==> src/rtl/updown_modcounter.sv <==
// updown_modcounter: parametrised up/down modulo counter with clear, load,
// wrap/saturate bounds, cascadable terminal count and sticky overflow.
module updown_modcounter #(
  parameter int unsigned    WIDTH    = 4,
  parameter logic [WIDTH-1:0] MAX    = {WIDTH{1'b1}},
  parameter bit             SATURATE = 1'b0
) (
  input  logic             clk,
  input  logic             rst_n,
  input  logic             clr,
  input  logic             load,
  input  logic [WIDTH-1:0] d,
  input  logic             en,
  input  logic             up_dn,
  output logic [WIDTH-1:0] q,
  output logic             tc,
  output logic             wrap,
  output logic             ovf
);
  logic [WIDTH-1:0] cnt_q, cnt_d, step, bound_val;
  logic             wrap_q, wrap_d, ovf_q, ovf_d, bound;
  // A bound event is an enabled count that would leave 0..MAX; it doubles as tc.
  always_comb begin
    bound     = en & (up_dn ? (cnt_q == MAX) : (cnt_q == '0));
    step      = up_dn ? cnt_q + WIDTH'(1) : cnt_q - WIDTH'(1);
    bound_val = SATURATE ? cnt_q : (up_dn ? '0 : MAX);
    cnt_d     = clr ? '0 :
                load ? ((d > MAX) ? MAX : d) :
                en ? (bound ? bound_val : step) : cnt_q;
    wrap_d    = ~clr & ~load & bound;
    ovf_d     = ~clr & (ovf_q | (~load & bound));
  end
  always_ff @(posedge clk or negedge rst_n) begin
    if (!rst_n) begin
      cnt_q  <= '0;
      wrap_q <= 1'b0;
      ovf_q  <= 1'b0;
    end else begin
      cnt_q  <= cnt_d;
      wrap_q <= wrap_d;
      ovf_q  <= ovf_d;
    end
  end
  assign q    = cnt_q;
  assign tc   = bound;
  assign wrap = wrap_q;
  assign ovf  = ovf_q;
endmodule

==> config.mk <==
export PLATFORM = sky130hd
export DESIGN_NAME = updown_modcounter
export DESIGN_NICKNAME = d
export VERILOG_FILES = /design/src/rtl/updown_modcounter.sv
export SDC_FILE = /design/constraint.sdc
export NUM_CORES = 1
export LEC_CHECK = 0
export CAP_MARGIN = 15
export CORE_AREA = 2 2 39 41
export DETAILED_ROUTE_END_ITERATION = 8
export DIE_AREA = 0 0 41 43
export HOLD_SLACK_MARGIN = 0.15
export SYNTH_ARGS = -nofsm -noshare
export SYNTH_HDL_FRONTEND = slang
export SYNTH_SLANG_ARGS = --single-unit
==> constraint.sdc <==
create_clock -name clk -period 2.3 [get_ports clk]
set_clock_uncertainty 0.1 [all_clocks]
set_input_delay 0.23 -clock clk [delete_from_list [all_inputs] [get_ports clk]]
set_output_delay 0.23 -clock clk [all_outputs]
set_load 0.005 [all_outputs]
* Word-level counts from Yosys, hierarchy flattened
Cells that the tools add are included.
Operators by class: bitwise gates (word level) 8, equal/unequal tests 1, muxes and demuxes 8, reduce and logical (&&, ||, !) cells 2, $lt $le $gt $ge 1, add/sub/neg operators 2
Operators with widths (number):
- 4-bit two-way mux | 7
- 1-bit AND | 5
- 4-bit by 1-bit adder with 4-bit output, second input constant | 1
- 4-bit == test, second input constant | 1
- 4-bit greater-than comparator, second input constant | 1
- 4-bit zero test | 1
- 4-bit by 1-bit subtractor with 4-bit output, second input constant | 1
- 3-bit nonzero test | 1
- 1-bit inverter | 2
- 1-bit two-way mux | 1
- 1-bit OR | 1
Word-level totals: flip-flop bits (word level) 6, output and inout port bits 7, input bits 10

* Longest topological paths before layout
Gate-level depths: netlist (run 1).
depth in word-level cells 7, gate-level depth with buffers 8

* Least setup slack after synthesis (run 1)
Ideal clock, no wire load.
path type register to register, start point register cnt_q[1], in the netlist q[1], end point register cnt_q[3], in the netlist q[3], setup time 0.120 ns, cell stages (with the launch flop) 7, slack 0.682 ns, arrival time 1.398 ns, clock period less this slack 1.618 ns, cell sequence dfrtp_1 -> ha_1 -> a21o_1 -> a21oi_1 -> xnor2_1 -> mux2i_1 -> nor2_1
On the way: word-level cells in the longest chain between the ends 7
RTL lines:
- start, declared | RTL line 20 | logic [WIDTH-1:0] cnt_q, cnt_d, step, bound_val;
- start signal, assigned | RTL line 39 | cnt_q <= cnt_d;
- branches (longest 3 deep; another with 4-bit by 1-bit subtractor with 4-bit output)
- 4-bit two-way mux * (2 in series) | RTL line 29 | en ? (bound ? bound_val : step) : cnt_q;
- 4-bit two-way mux * | RTL line 28 | load ? ((d > MAX) ? MAX : d) :
- 4-bit two-way mux * | RTL line 27 | cnt_d = clr ? '0 :
Every way passes the cells marked *. The select of a mux whose other input is x is not followed. A chain may end at the register's enable or synchronous reset.

* Worst setup path after layout (run 1)
start point input port up_dn, end point register cnt_q[3], in the netlist q[3]
On the way: word-level cells in the longest chain between the ends 6
RTL lines:
- start, declared | RTL line 14 | input logic up_dn,
- 1-bit two-way mux | RTL line 24 | bound = en & (up_dn ? (cnt_q == MAX) : (cnt_q == '0));
- 1-bit AND | RTL line 24
- 4-bit two-way mux * (2 in series) | RTL line 29
- 4-bit two-way mux * | RTL line 28
- 4-bit two-way mux * | RTL line 27
Every way passes the cells marked *; elsewhere a longest branch is shown, timed or not. The select of a mux whose other input is x is not followed.

==> results of run 1 <==
-- critical path: stages --
cell and delay [ns]:
clkdlybuf4s50_1 0.48, buf_4 0.14, inv_1 0.06, ha_1 0.29, a21o_1 0.18, a21oi_1 0.17
xnor2_1 0.15, mux2i_1 0.20, nor2_1 0.06
-- logic make-up (layout without fill, tap and decap cells) --
family / Yosys count / count (layout) / share of synthesized area [%]
AO/OA/AOI/OAI: 14 / 14 / 18.4
AND/OR/NAND/NOR: 20 / 20 / 24.9
adder cells (fa/ha/maj): 3 / 3 / 10.2
buffers and inverters: 7 / 30 / 6.23
multiplexers: 1 / 1 / 2.27
XOR/XNOR: 2 / 2 / 3.97
flip-flops: 6 / 6 / 34.0
-- final cells by class --
cell class	instances	area share, %
multi-input combinational	40	38.9
clock buffer	3	3.25
inverter	5	2.71
timing repair buffer	22	30.4
tap	16	2.89
sequential	6	21.9
-- metrics by stage --
step	area [um2]	power, uW	util (%)
after floorplan	442	174	-
after global placement	651	228	47.0
after detailed placement	651	228	47.0
after CTS	683	322	49.4
after global routing	692	342	50.0
final	692	319	50.0
-- report_power, final --
part	leakage [uW]	total (uW)	switching, uW	internal [uW]
clock	0.0000138	89.9	31.3	58.6
combinational	0.000225	107	45.1	62.2
sequential	0.0000784	122	8.48	113
total	0.000317	319	84.9	234
-- flip-flops by register name, indices dropped and copies added, names as in the netlist --
signal  cells
q           4
ovf         1
wrap        1
-- Yosys cell counts (2+ instances only) --
cell      number  area [um2]
ha_1           2        25.0
a21oi_1        7        35.0
nand2b_1       2        12.5
nand2_1        3        11.3
dfrtp_1        6         150
inv_1          4        15.0
nor3_1         3        15.0
nor2_1         5        18.8
o21ai_0        3        15.0
-- layer usage --
metal	global-route usage [%]	up-vias	wire length, um
met5	0	-	0
met4	10.0	0	15
met3	3.14	2	36
met2	17.5	8	467
met1	19.3	188	480
li1	-	230	-
-- final timing paths --
| path | to | slack [ns] | cells past startpoint |
|---|---|---|---|
| worst min-delay path | ovf$_DFF_PN0_ | 0.39 | 2 |
| worst max-delay path | q[3]$_DFFE_PN0P_ | 0.37 | 9 |
| worst max register to register | q[3]$_DFFE_PN0P_ | 0.52 | 7 |
| max in group asynchronous | q[3]$_DFFE_PN0P_ | 1.19 | 2 |
| worst min register to register | ovf$_DFF_PN0_ | 0.39 | 2 |
| min in group asynchronous | q[0]$_DFFE_PN0P_ | 0.68 | 2 |
-- repair_timing --
action,CTS,global route
setup endpoints to repair,0,1
hold buffers,1,0
resized for setup,0,3
endpoints found under the hold margin,6,0
==> flow_summary.yaml, run 1 <==
hold_path:
  hp-class: "reg -> reg"
  worstHoldStart: "ovf$_DFF_PN0_"
layout:
  syn_to_final_growth_pct: 56.7
  register_area_um2: 151
  layout_commonest_cell: "clkdlybuf4s50_1"
  fin_cells: 92
  layout_common_cells: "clkdlybuf4s50_1 (15), a21oi_1 (7), nor2_1 (5), dfrtp_1 (5), buf_4 (5)"
  fill_cells: 143
  diodes: 0
  nNetsFinal: 91
  multiInputGateArea_um2: 269
  drive_above_1_share_pct: 18.4
clock_network:
  cts.htree.levels: 1
  cts_made_buffers: 3
  clkSinkCount: 6
  clk_pin_slew_worst_paths_ns: 0.04
  root_buffer: "clkbuf_4"
  clock_path_buffers: 2
  worstSkewPairLatency_ns: 0.23
  cts_tree: "built"
  post_cts_buffers: 0
run:
  max_cap_violations: 0
synthesis:
  yosysSeqAreaShare_pct: 34.0
  synth_cell_types: 27
  yosysWarnings: 0
  syn_nets: 66
  synth_seq_cells: 6
  synthArstFlopShare_pct: 100
  synth_edf_count: 0
  synth_ff_type: "dfrtp_1"
  syn_avg_cell_area_um2: 8.33
  syn_inst: 53
  synth.cell_area_um2: 442
critical_path:
  crit_start: "up_dn"
  critical_path_class: "in -> reg"
  crit_arrival_ns: 1.95
  crit_path_max_fanout: 5
  start_kind: "primary input"
  required_ns: 2.31
  endpoint_kind: "register"
  reg2reg_from: "q[1]$_DFFE_PN0P_"
place:
  gp_congestion: 0.812
  placedCellCount: 88
  pre_cts_ws_ns: 0.0355
  place_hpwl_um: 826
  port_buffers: 16
global_routing:
  grt_overflow: 0
  grt_max_degree: 9
  grt_pass1_vias: 386
  grtUsageTotal_pct: 13.7
  grt_pass1_wl_um: 1600
  grt_antenna_before_repair: 0
timing:
  max-slew-margin-rel_pct: 82.1
  fmax_mhz: 517
  finalHoldViolCount: 0
  setup_viol: 0
  holdWs_ns: 0.391
  layout_min_cycle_time_ns: 1.93
  setup_tns_ns: 0
  finalCritPeriodShare_pct: 84.0
  maxSlewViolCount: 0
  worst_slack_ns: 0.367
  rsz0062_at_grt: "false"
  tightest_slew_ns: 0.267
die:
  num_rows: 14
  start_util_pct: 31.9
  io_pins: 17
  fp.dieW_um: 41
  coreArea_mm2: 0.00138
  die_area_mm2: 0.00176
  die_y_um: 43
outcome:
  status: "complete, no violations"
drt:
  first_iter_violations: 3
  drc: 0
  vias: 428
  routed_wl_um: 999
  routedWlPerCell_um: 10.9
  postRouteAntennaNets: 0
  first_pass_iters: 4
  vias_per_cell: 4.65
pwr:
  p_per_area_mw_per_mm2: 461
  ir_worst_vdd_mv: 0.264
  p_leak_uw: 0.000317
No activity file was read; power rests on OpenSTA's default activity.
==> run 2: changes to the inputs <==
--- a/config.mk
+++ b/config.mk
@@ -10,6 +10,7 @@
 export DETAILED_ROUTE_END_ITERATION = 8
 export DIE_AREA = 0 0 41 43
 export HOLD_SLACK_MARGIN = 0.15
+export PLACE_DENSITY = 0.66
 export SYNTH_ARGS = -nofsm -noshare
 export SYNTH_HDL_FRONTEND = slang
 export SYNTH_SLANG_ARGS = --single-unit
==> constraint.sdc (replaced) <==
create_clock -name clk -period 1.65 [get_ports clk]
set_clock_uncertainty 0.1 [all_clocks]
set_input_delay 0.165 -clock clk [delete_from_list [all_inputs] [get_ports clk]]
set_output_delay 0.165 -clock clk [all_outputs]
set_load 0.005 [all_outputs]
==> run 2 against run 1 <==
Sequential power rose by 34%. Clock power rose by 43%. The flow now finishes with violations (setup timing). Die area did not move. Largest power group is now combinational logic. Critical path type is now reg -> out. Via count rose by 13%. Setup slack got worse by 0.45 ns.
==> flow_summary.yaml, run 2 (synthesis results as in run 1) <==
outcome:
  status: "complete, but fails checks"
  violations: "setup timing"
timing:
  setup_tns_ns: -0.114
  max-slew-margin-rel_pct: 82.1
  layout_min_cycle_time_ns: 1.73
  maxSlewViolCount: 0
  fmax_mhz: 578
  setup_viol: 3
  tightest_slew_ns: 0.267
  worst_slack_ns: -0.0803
  finalHoldViolCount: 0
  rsz0062_at_grt: "true"
  finalCritPeriodShare_pct: 105
layout:
  nNetsFinal: 100
  fin_cells: 101
  layout_commonest_cell: "clkdlybuf4s50_1"
  syn_to_final_growth_pct: 80.2
  post-route-util_pct: 57.5
  largest_reg_flops: 4
  drive_above_1_share_pct: 30.6
  diodes: 0
  layout_common_cells: "clkdlybuf4s50_1 (14), buf_4 (11), a21oi_1 (6), dfrtp_1 (6), nor2_1 (5)"
critical_path:
  reg2reg_to: "q[3]$_DFFE_PN0P_"
  path_cells: "or4_4 -> nor2_4 -> a21oi_4 -> inv_2 -> buf_6"
  rr_worst_depth: 7
  crit_arrival_ns: 1.47
  crit_family: "simple AND/OR/NAND/NOR gates"
  start_kind: "register"
  critical_path_class: "reg -> out"
  r2r_setup_slack_ns: -0.02
  required_ns: 1.38
  critPathSlowestCell: "or4_4"
  endpoint_kind: "output pin"
  reg2reg_from: "q[2]$_DFFE_PN0P_"
  critPathMaxStageDelay_ns: 0.53
  cp_num_buf_inv: 2
  crit_path_max_fanout: 4
place:
  pre_cts_ws_ns: -0.495
  place_hpwl_um: 923
  placedCellCount: 96
  port_buffers: 16
  gp_congestion: 0.777
clock_network:
  root_buffer: "clkbuf_4"
  cts.htree.levels: 1
  clkSinkCount: 6
  cts_made_buffers: 3
  cts_tree: "built"
  clk_pin_slew_worst_paths_ns: 0.05
  worstSkewPairLatency_ns: 0.24
  clock_path_buffers: 2
drt:
  postRouteAntennaNets: 0
  drc: 0
  first_pass_iters: 4
  vias: 482
  routed_wl_um: 1180
  vias_per_cell: 4.77
  first_iter_violations: 4
  routedWlPerCell_um: 11.7
die:
  die_y_um: 43
  fp.dieW_um: 41
  coreArea_mm2: 0.00138
  num_rows: 14
  start_util_pct: 31.9
  die_area_mm2: 0.00176
  io_pins: 17
global_routing:
  grtUsageTotal_pct: 15.8
  use_met2_pct: 24.4
  use_met3_pct: 1.57
  grt_overflow: 0
  grt_pass1_wl_um: 1850
  grt_max_degree: 8
  met1_usage_pct: 19.9
  grt_antenna_before_repair: 0
  grt_pass1_vias: 441
  busiest_layer: "met2"
hold_path:
  hp-class: "in -> reg"
  hold_path_depth: 3
  worstHoldStart: "d[1]"
  whs_endpoint: "q[1]$_DFFE_PN0P_"
pwr:
  p_per_area_mw_per_mm2: 618
  ir_worst_vdd_mv: 0.344
  p_total_uw: 491
  p_leak_uw: 0.000356
run:
  max_cap_violations: 0
## run 2: what timing repair did
action,4_1_cts,5_1_grt
resized for setup,12,4
endpoints found under the hold margin,6,0
setup endpoints to repair,4,4
hold buffers,1,0
pin swaps,7,3
buffers inserted,1,0
## run 2: tightest hold or removal path, cell delays in order
cell	delay (ns)
clkdlybuf4s50_1	0.39
nand2_1	0.06
a21oi_1	0.05
## run 2: area by class of cell
class / count / area, um2
clock buffers: 3 / 22.5
fillers: 129 / 588
inverters: 5 / 18.8
multi-input cells: 40 / 298
flip-flops and latches: 6 / 150
well taps: 16 / 20.0
repair buffers: 31 / 287
## run 2: metrics by stage
step	instance area [um2]	hold WS, ns
finish	796	0.377
global route	796	0.394
CTS	773	0.370
detailed placement	711	0.324
global placement	711	0.319
floorplan	442	-0.231
## run 2: per-layer routing
metal / vias to the layer above / wire [um]
met5: - / 0
met1: 220 / 500
met3: 2 / 38
met2: 10 / 625
met4: 0 / 12
li1: 250 / -
## run 2: worst max-delay path by stage
| stage | endpoint | cells after the start | start | slack [ns] |
|---|---|---|---|---|
| 3_5_place_dp | tc | 6 | up_dn | -0.49 |
| 2_1_floorplan | q[3]$_DFFE_PN0P_ | 6 | q[1]$_DFFE_PN0P_ | 0.03 |
| 6_report | tc | 5 | q[2]$_DFFE_PN0P_ | -0.08 |
| 3_3_place_gp | tc | 6 | up_dn | -0.48 |
| 4_1_cts | tc | 5 | q[2]$_DFFE_PN0P_ | -0.08 |
| 5_1_grt | tc | 5 | q[2]$_DFFE_PN0P_ | -0.12 |
## run 2: power breakdown
part / internal [uW] / switching [uW] / total [uW]
Combinational: 115 / 82.7 / 198
Clock: 81.9 / 47.5 / 129
Sequential: 157 / 6.81 / 164
